### src/rtl/sram_access_fsm.sv
// Bus-side sequencer for the off-chip SRAM controller: one request at a time,
// driven through setup/access/hold pin phases with registered SRAM outputs.
module sram_access_fsm #(
    parameter int ADDR_W         = 32,
    parameter int DATA_W         = 32,
    parameter int N_SRAM         = 2,
    parameter int SETUP_CYC      = 1,
    parameter int ACCESS_CYC     = 2,
    parameter int HOLD_CYC       = 1,
    parameter int INVERT_CE_EN   = 1,
    parameter int INVERT_BYTE_EN = 1,
    parameter int WE_OE_ACT_LOW  = 1
) (
    input  logic                clk,
    input  logic                rst,
    input  logic                req_ren,
    input  logic                req_wen,
    input  logic [ADDR_W-1:0]   req_addr,
    input  logic [1:0]          req_size,
    input  logic [DATA_W-1:0]   req_wdata,
    output logic                req_ready,
    output logic                req_err,
    output logic [DATA_W-1:0]   req_rdata,
    output logic                busy,
    output logic [ADDR_W-1:0]   latched_addr,
    output logic [1:0]          latched_size,
    input  logic [3:0]          dec_byte_en,
    input  logic [3:0]          dec_latched_byte_en,
    input  logic [N_SRAM-1:0]   dec_sram_en,
    output logic [ADDR_W-3:0]   sram_addr,
    output logic [N_SRAM-1:0]   sram_ce,
    output logic [3:0]          sram_be,
    output logic                sram_we,
    output logic                sram_oe,
    output logic [DATA_W-1:0]   sram_wdata,
    output logic                sram_wdata_oe,
    input  logic [DATA_W-1:0]   sram_rdata
);

    typedef enum logic [2:0] {IDLE, SETUP, ACCESS, HOLD, DONE} state_t;

    localparam logic              CE_LOW  = (INVERT_CE_EN != 0);
    localparam logic              BE_LOW  = (INVERT_BYTE_EN != 0);
    localparam logic              STB_OFF = (WE_OE_ACT_LOW != 0);
    localparam logic              STB_ON  = !STB_OFF;
    localparam logic [N_SRAM-1:0] CE_OFF  = {N_SRAM{CE_LOW}};
    localparam logic [3:0]        BE_OFF  = {4{BE_LOW}};
    localparam logic [2:0]        SETUP_LD  = 3'(SETUP_CYC - 1);
    localparam logic [2:0]        ACCESS_LD = 3'(ACCESS_CYC - 1);
    localparam logic [2:0]        HOLD_LD   = 3'(HOLD_CYC - 1);

    state_t              state;
    logic [2:0]          cnt;
    logic                op_wr;
    logic [N_SRAM-1:0]   ce_q;
    logic                misaligned;
    logic [DATA_W-1:0]   rdata_masked;

    always_comb begin
        misaligned = 1'b0;
        case (req_size)
            2'd0:    misaligned = 1'b0;
            2'd1:    misaligned = req_addr[0];
            2'd2:    misaligned = |req_addr[1:0];
            default: misaligned = 1'b1;
        endcase
    end

    always_comb begin
        rdata_masked = '0;
        for (int unsigned i = 0; i < 4; i++) begin
            if (sram_be[i] != BE_LOW) rdata_masked[8*i +: 8] = sram_rdata[8*i +: 8];
        end
    end

    always_ff @(posedge clk or posedge rst) begin
        if (rst) begin
            state         <= IDLE;
            cnt           <= '0;
            op_wr         <= 1'b0;
            ce_q          <= '0;
            req_ready     <= 1'b0;
            req_err       <= 1'b0;
            req_rdata     <= '0;
            busy          <= 1'b0;
            latched_addr  <= '0;
            latched_size  <= '0;
            sram_addr     <= '0;
            sram_ce       <= CE_OFF;
            sram_be       <= BE_OFF;
            sram_we       <= STB_OFF;
            sram_oe       <= STB_OFF;
            sram_wdata    <= '0;
            sram_wdata_oe <= 1'b0;
        end else begin
            case (state)
                IDLE: begin
                    if (req_ren || req_wen) begin
                        latched_addr <= req_addr;
                        latched_size <= req_size;
                        op_wr        <= req_wen;
                        ce_q         <= dec_sram_en;
                        busy         <= 1'b1;
                        if (misaligned) begin
                            state     <= DONE;
                            req_ready <= 1'b1;
                            req_err   <= 1'b1;
                        end else begin
                            // Latched decode is not valid until after this edge, so the first
                            // SETUP cycle takes BE from the unlatched decode of the same address.
                            state         <= SETUP;
                            cnt           <= SETUP_LD;
                            sram_addr     <= req_addr[ADDR_W-1:2];
                            sram_ce       <= dec_sram_en;
                            sram_be       <= dec_byte_en;
                            sram_wdata_oe <= req_wen;
                            if (req_wen) sram_wdata <= req_wdata;
                        end
                    end
                end
                SETUP: begin
                    sram_ce <= ce_q;
                    sram_be <= dec_latched_byte_en;
                    if (cnt == 3'd0) begin
                        state <= ACCESS;
                        cnt   <= ACCESS_LD;
                        if (op_wr) sram_we <= STB_ON;
                        else       sram_oe <= STB_ON;
                    end else begin
                        cnt <= cnt - 3'd1;
                    end
                end
                ACCESS: begin
                    sram_be <= dec_latched_byte_en;
                    if (cnt == 3'd0) begin
                        state     <= HOLD;
                        cnt       <= HOLD_LD;
                        sram_we   <= STB_OFF;
                        sram_oe   <= STB_OFF;
                        req_rdata <= op_wr ? '0 : rdata_masked;
                    end else begin
                        cnt <= cnt - 3'd1;
                    end
                end
                HOLD: begin
                    if (cnt == 3'd0) begin
                        state         <= DONE;
                        req_ready     <= 1'b1;
                        req_err       <= 1'b0;
                        sram_ce       <= CE_OFF;
                        sram_be       <= BE_OFF;
                        sram_wdata_oe <= 1'b0;
                    end else begin
                        cnt <= cnt - 3'd1;
                    end
                end
                DONE: begin
                    state     <= IDLE;
                    req_ready <= 1'b0;
                    req_err   <= 1'b0;
                    busy      <= 1'b0;
                end
                default: state <= IDLE;
            endcase
        end
    end

endmodule
### config.mk
export PLATFORM = sky130hd
export DESIGN_NAME = sram_access_fsm
export DESIGN_NICKNAME = d
export VERILOG_FILES = /design/src/rtl/sram_access_fsm.sv
export SDC_FILE = /design/constraint.sdc
export NUM_CORES = 1
export LEC_CHECK = 0
export CORE_ASPECT_RATIO = 1.4
export CORE_UTILIZATION = 25
export CTS_CLUSTER_DIAMETER = 100
export DETAILED_ROUTE_END_ITERATION = 8
export SETUP_SLACK_MARGIN = 0.05
export SLEW_MARGIN = 20
export SYNTH_ARGS = -nofsm -noshare
export SYNTH_HDL_FRONTEND = slang
export SYNTH_SLANG_ARGS = --single-unit
### constraint.sdc
create_clock -name clk -period 7.2 [get_ports clk]
set_input_delay 2.16 -clock clk [delete_from_list [all_inputs] [get_ports clk]]
set_output_delay 2.16 -clock clk [all_outputs]
set_load 0.01 [all_outputs]
; ---- Yosys cells after proc, flatten, opt, wreduce, memory -nomap -nowiden
; Index checks and enable logic that the tools add are counted.
[op_classes]
addsub = 1
n_eq_ne = 15
mux = 43
bitwise_logic = 1
reduce_logical = 26
[ops]
columns = operator, count
row1 = 4-bit AND reduction, 9
row2 = 32-bit two-way mux, 1
row3 = 8-bit two-way mux, 4
row4 = 3-bit two-way mux, 10
row5 = 3-bit case mux with 4 select lines, 2
row6 = 2-bit != test (second input constant), 9
row7 = 4-bit two-way mux, 3
row8 = 4-bit case mux with 3 select lines, 1
row9 = 1-bit two-way mux, 11
row10 = 1-bit case mux with 3 select lines, 3
row11 = 3-bit nonzero test, 3
row12 = 1-bit case mux with 2 select lines, 4
row13 = 3-bit by 2-bit == test with 1-bit output (second input constant), 2
row14 = 3-bit logical NOT, 2
row15 = 2-bit two-way mux, 3
row16 = 2-bit case mux with 3 select lines, 1
row17 = 2-bit AND reduction, 3
row18 = 2-bit nonzero test, 3
row19 = 4-bit nonzero test, 1
row20 = 2-bit OR reduction, 2
row21 = 3-bit by 1-bit == test with 1-bit output (second input constant), 1
row22 = 3-bit == test (second input constant), 1
row23 = 3-bit AND reduction, 1
row24 = 3-bit by 1-bit subtractor with 3-bit output (second input constant), 1
row25 = other kinds (5), 5
[word_totals]
regBits = 149
out_inout_bits = 140

; ---- Logic depth before layout (Yosys ltp)
[depth]
depth_word = 5
mapped_depth = 8
ltp_nobuf = 6

; ---- Worst setup path before layout
; Ideal clock, no wire load.
[synth_path]
path_kind = input to register
from = input req_addr[0]
to = register sram_wdata[10]
arrival_ns = 3.232
required_time_ns = 7.075
path_slack_ns = 3.843
cell_stages = 5
path_buffers = 1
cell_sequence = a21oi_1 or2_2 nand3_2 buf_2 mux2_2
[synth_between]
elab_chain_cells = 4
[synth_rtl]
columns = element, line_no
row1 = start: declaration, 18  ; input logic [ADDR_W-1:0] req_addr,
row2 = 2-bit OR reduction, 64  ; 2'd2: misaligned = |req_addr[1:0];
row3 = 1-bit case mux with 3 select lines (*), 61  ; case (req_size)
row4 = 1-bit inverter (no source line) (*), -
row5 = 4-bit AND reduction (no source line) (*), -
row6 = end signal: assignment, 117  ; if (req_wen) sram_wdata <= req_wdata;
row7 = end: declaration, 35  ; output logic [DATA_W-1:0] sram_wdata,
; Every way passes the cells marked *; elsewhere a longest branch is shown, timed or not.
; A chain may end at the register's enable or synchronous reset.

; ---- Final worst setup path
[layout_path]
from = input req_size[0]
to = register sram_wdata[24]
[layout_between]
elab_chain_cells = 4
elab_cells_between_ends = 6
classes_between = 2 x eq/ne / 1 x mux / 1 x bitwise / 2 x reduce/logical
[layout_rtl]
columns = element, line_no
row1 = start: declaration, 19  ; input logic [1:0] req_size,
row2 = 2-bit == test (tied with other cells), 61
row3 = 1-bit case mux with 3 select lines (*), 61
row4 = 1-bit inverter (no source line) (*), -
row5 = 4-bit AND reduction (no source line) (*), -
; Marked as above.

==> impl_metrics.yaml <==
clock_network:
  post_cts_buffers: 0
  cts_buffer_depth: 2
  clkSlewWorstSetupHoldPaths_ps: 60
  cts_tree: "done"
  cts_num_sinks: 149
  cts-resized-gates: 0
  root_buffer: "clkbuf_16"
  worstSkewPairLatency_ps: 430
  cts_hold_buffers: 0
  numCtsBuffers: 17
  h-tree-depth: 4
synthesis:
  synth_seq_cells: 149
  synth-xor-area-share_pct: 0.144
  ys_async_sr_fraction_pct: 100
  syn_inst: 462
  ys_dominant_reg_cell: "dfrtp_1"
  synth_top_family_by_area: "multiplexers"
  ys_seq_area_share_pct: 61.3
  synth_mux_area_share_pct: 21.2
  synth_area_um2: 6100
  syn-num-nets: 576
  synth_compound_area_share_pct: 6.77
  synthTopCellsByCount: "dfrtp_1 (141), mux2_2 (74), nand2_1 (71)"
  syn_area_per_cell_um2: 13.2
  yosys.area.top_type: "dfrtp_1"
  yosysMostFrequentCell: "dfrtp_1"
  synth_area_leaders: "dfrtp_1 (58%), mux2_2 (14%), mux2_4 (7.4%)"
  synth_edf_count: 0
  yosys.area_share.adder_pct: 0.411
  synth-simple-area-share_pct: 7.90
  yosys_warnings: 0
  synth_top_area_share_pct: 57.9
  synthDistinctLibCells: 37
timing:
  max_freq_mhz: 245
  finalCritPeriodShare_pct: 56.6
  tightestPinTransition_ps: 874
  setup-violations-final: 0
  skew_ps: 10.9
  hold_violations: 0
  fin_tns_setup_ps: 0
  slew_viol_final: 0
  layout_min_cycle_time_ps: 4080
  rsz0062_at_grt: "no"
  slew_headroom_pct: 41.7
  whs_ps: 478
min_path:
  whs_path_depth: 2
  min_to: "req_rdata[18]$_DFFE_PP0P_"
  hp-start: "req_rdata[18]$_DFFE_PP0P_"
  hold_class: "reg2reg"
route:
  wl_met2_mm: 8.59
  top_layer_used: "met4"
  wl_mm: 16.8
  initialDrtViolationCount: 147
  wl_met1_mm: 6.86
  avgRoutedWirePerCell_um: 16.2
  wl_met3_um: 806
  ant_nets: 0
  dr.pass1.iters: 4
  vias: 4453
  drc_errors: 0
  avgViaCountPerCell: 4.30
placement:
  routabilityCongestion: 0.725
  place_area_um2: 8920
  place_hpwl_mm: 11.8
  port_buffers: 251
critical_path:
  path_delay_family: "simple AND/OR/NAND/NOR gates"
  ff2ff_path_depth: 5
  critPathLaunchType: "input port"
  startpoint: "req_size[0]"
  cp.arrival_ps: 4390
  criticalPathCategory: "in2reg"
  path_cells: "clkdlybuf4s50_1 > nor3_1 > or2_2 > nand3_2 > mux2_2"
  critPathRequiredTime_ps: 7510
  slowest_stage: "nand3_2"
  regToRegStartpoint: "state[1]$_DFFE_PP0P_"
  crit_fanout: 33
  ff2ff_setup_slack_ps: 4460
  endpoint_kind: "flop"
  r2r-end: "sram_addr[20]$_DFFE_PP0P_"
  path_buf_inv: 1
  critical-path-max-stage-delay_ps: 650
cells_and_area:
  area_growth_pct: 56.2
  fill_cells: 2353
  finalNetCount: 827
  diodes: 0
  multi_input_area_um2: 2240
  design_area_um2: 9520
  ff_latch_area_um2: 3740
  drive_gt1_share_pct: 21.3
global_route:
  grt_pass1_wl_mm: 26.4
  grt_pass1_vias: 4497
  grt_overflow: 0
  grt_max_degree: 67
  grt_antenna_before_repair: 0
  grt_use_total_pct: 14.0
floorplan:
  die-area_um2: 25000
  initial_core_util_pct: 25.4
  core_um2: 24000
  dieHeight_um: 187
  die_x_um: 134
  num_rows: 67
  io_pins: 252
power:
  swShare_pct: 32.0
  p_int_mw: 3.02
  p_clk_share_pct: 20.3
  ir_drop_mv: 0.201
  p_sw_mw: 1.43
  combPwrFrac_pct: 44.7
  pwr_density_cell_nw_per_um2: 467
  power.leakage_nw: 4.01
  power_frac_seq_pct: 35.0
status:
  status: "finished clean"
run:
  drv_cap: 0
[flip-flops by register name, summed over array words and instances (netlist names), 2 cells and up]
| name | cells |
|---|---|
| latched_addr | 32 |
| sram_wdata | 32 |
| sram_addr | 30 |
| state | 3 |
| cnt | 3 |
| sram_be | 4 |
| ce_q | 2 |
| req_rdata | 32 |
| sram_ce | 2 |
| latched_size | 2 |
[logic make-up after synthesis]
kind of cell / after synthesis
AOI/OAI and AO/OA: 70
xor gates and xnor gates: 1
adders and majority gates: 2
buffers and inverters: 27
DFF: 149
muxes: 105
and+or+nand+nor: 108
[worst register-to-register path, delay by kind of cell (launching register included)]
kind                   cells  cell delay, ps
AO/OA/AOI/OAI              1              90
multiplexers               1             380
flip-flops                 1             900
AND/OR/NAND/NOR            2             810
buffers and inverters      1             460
[through the flow]
stage | cells | worst slack (ps) | power, mW | util [%]
after global placement | 1004 | 2630 | 3.55 | 37.2
after CTS | 1036 | 3090 | 4.52 | 39.7
after floorplan | 462 | 1050 | 2.50 | -
after global routing | 1036 | 2910 | 4.73 | 39.7
after detailed placement | 1004 | 2610 | 3.58 | 37.2
final | 1036 | 3120 | 4.45 | 39.7
[layout by cell type, fill, tap and decap left out, types with 2 or more instances in the layout]
cell type / instances
a21oi_1: 13
clkinv_4: 2
o22ai_1: 7
clkbuf_16: 17
o21ai_0: 34
clkdlybuf4s50_1: 251
nor2b_1: 6
a2bb2oi_1: 5
nor2_1: 16
clkinvlp_4: 4
a22o_1: 2
bufinv_16: 2
inv_1: 4
ha_1: 2
o41ai_1: 2
mux2_2: 74
nand2_1: 71
dfstp_2: 8
buf_4: 3
clkbuf_8: 2
nor3_1: 5
mux2_4: 30
nand2b_4: 2
nand2b_1: 2
dfrtp_1: 141
inv_6: 5
[per-layer routing]
| layer | GRT usage, % | vias to the layer above |
|---|---|---|
| met5 | 0 | - |
| met4 | 7.34 | 0 |
| met3 | 3.78 | 32 |
| met2 | 23.0 | 148 |
| met1 | 16.6 | 2169 |
| li1 | - | 2104 |
[power by group through the flow]
stage          Clock [mW]  Sequential (mW)  Combinational [mW]
2_1_floorplan           0             1.69               0.808
3_3_place_gp            0             1.56                1.99
3_5_place_dp            0             1.57                2.01
4_1_cts             0.939             1.56                2.02
5_1_grt             0.977             1.62                2.13
6_report            0.905             1.56                1.99
[layout make-up]
| type | instances | share of cell area (%) |
|---|---|---|
| multi-input cells | 286 | 23.5 |
| flip-flops and latches | 149 | 39.3 |
| clock inverters | 12 | 1.50 |
| clock buffers | 20 | 4.80 |
| inverters | 5 | 0.250 |
| repair buffers | 254 | 26.6 |
| well taps | 310 | 4.07 |
[how the worst max path moves through the flow]
stage / endpoint / cells after the start
after detailed placement: sram_wdata[23]$_DFFE_PP0P_ / 5
after floorplan: busy$_DFFE_PP0P_ / 1
final: sram_wdata[24]$_DFFE_PP0P_ / 5
after global placement: sram_wdata[20]$_DFFE_PP0P_ / 5
after CTS: sram_wdata[24]$_DFFE_PP0P_ / 5
after global routing: sram_wdata[28]$_DFFE_PP0P_ / 5
Power figures use the tool's default switching activity.
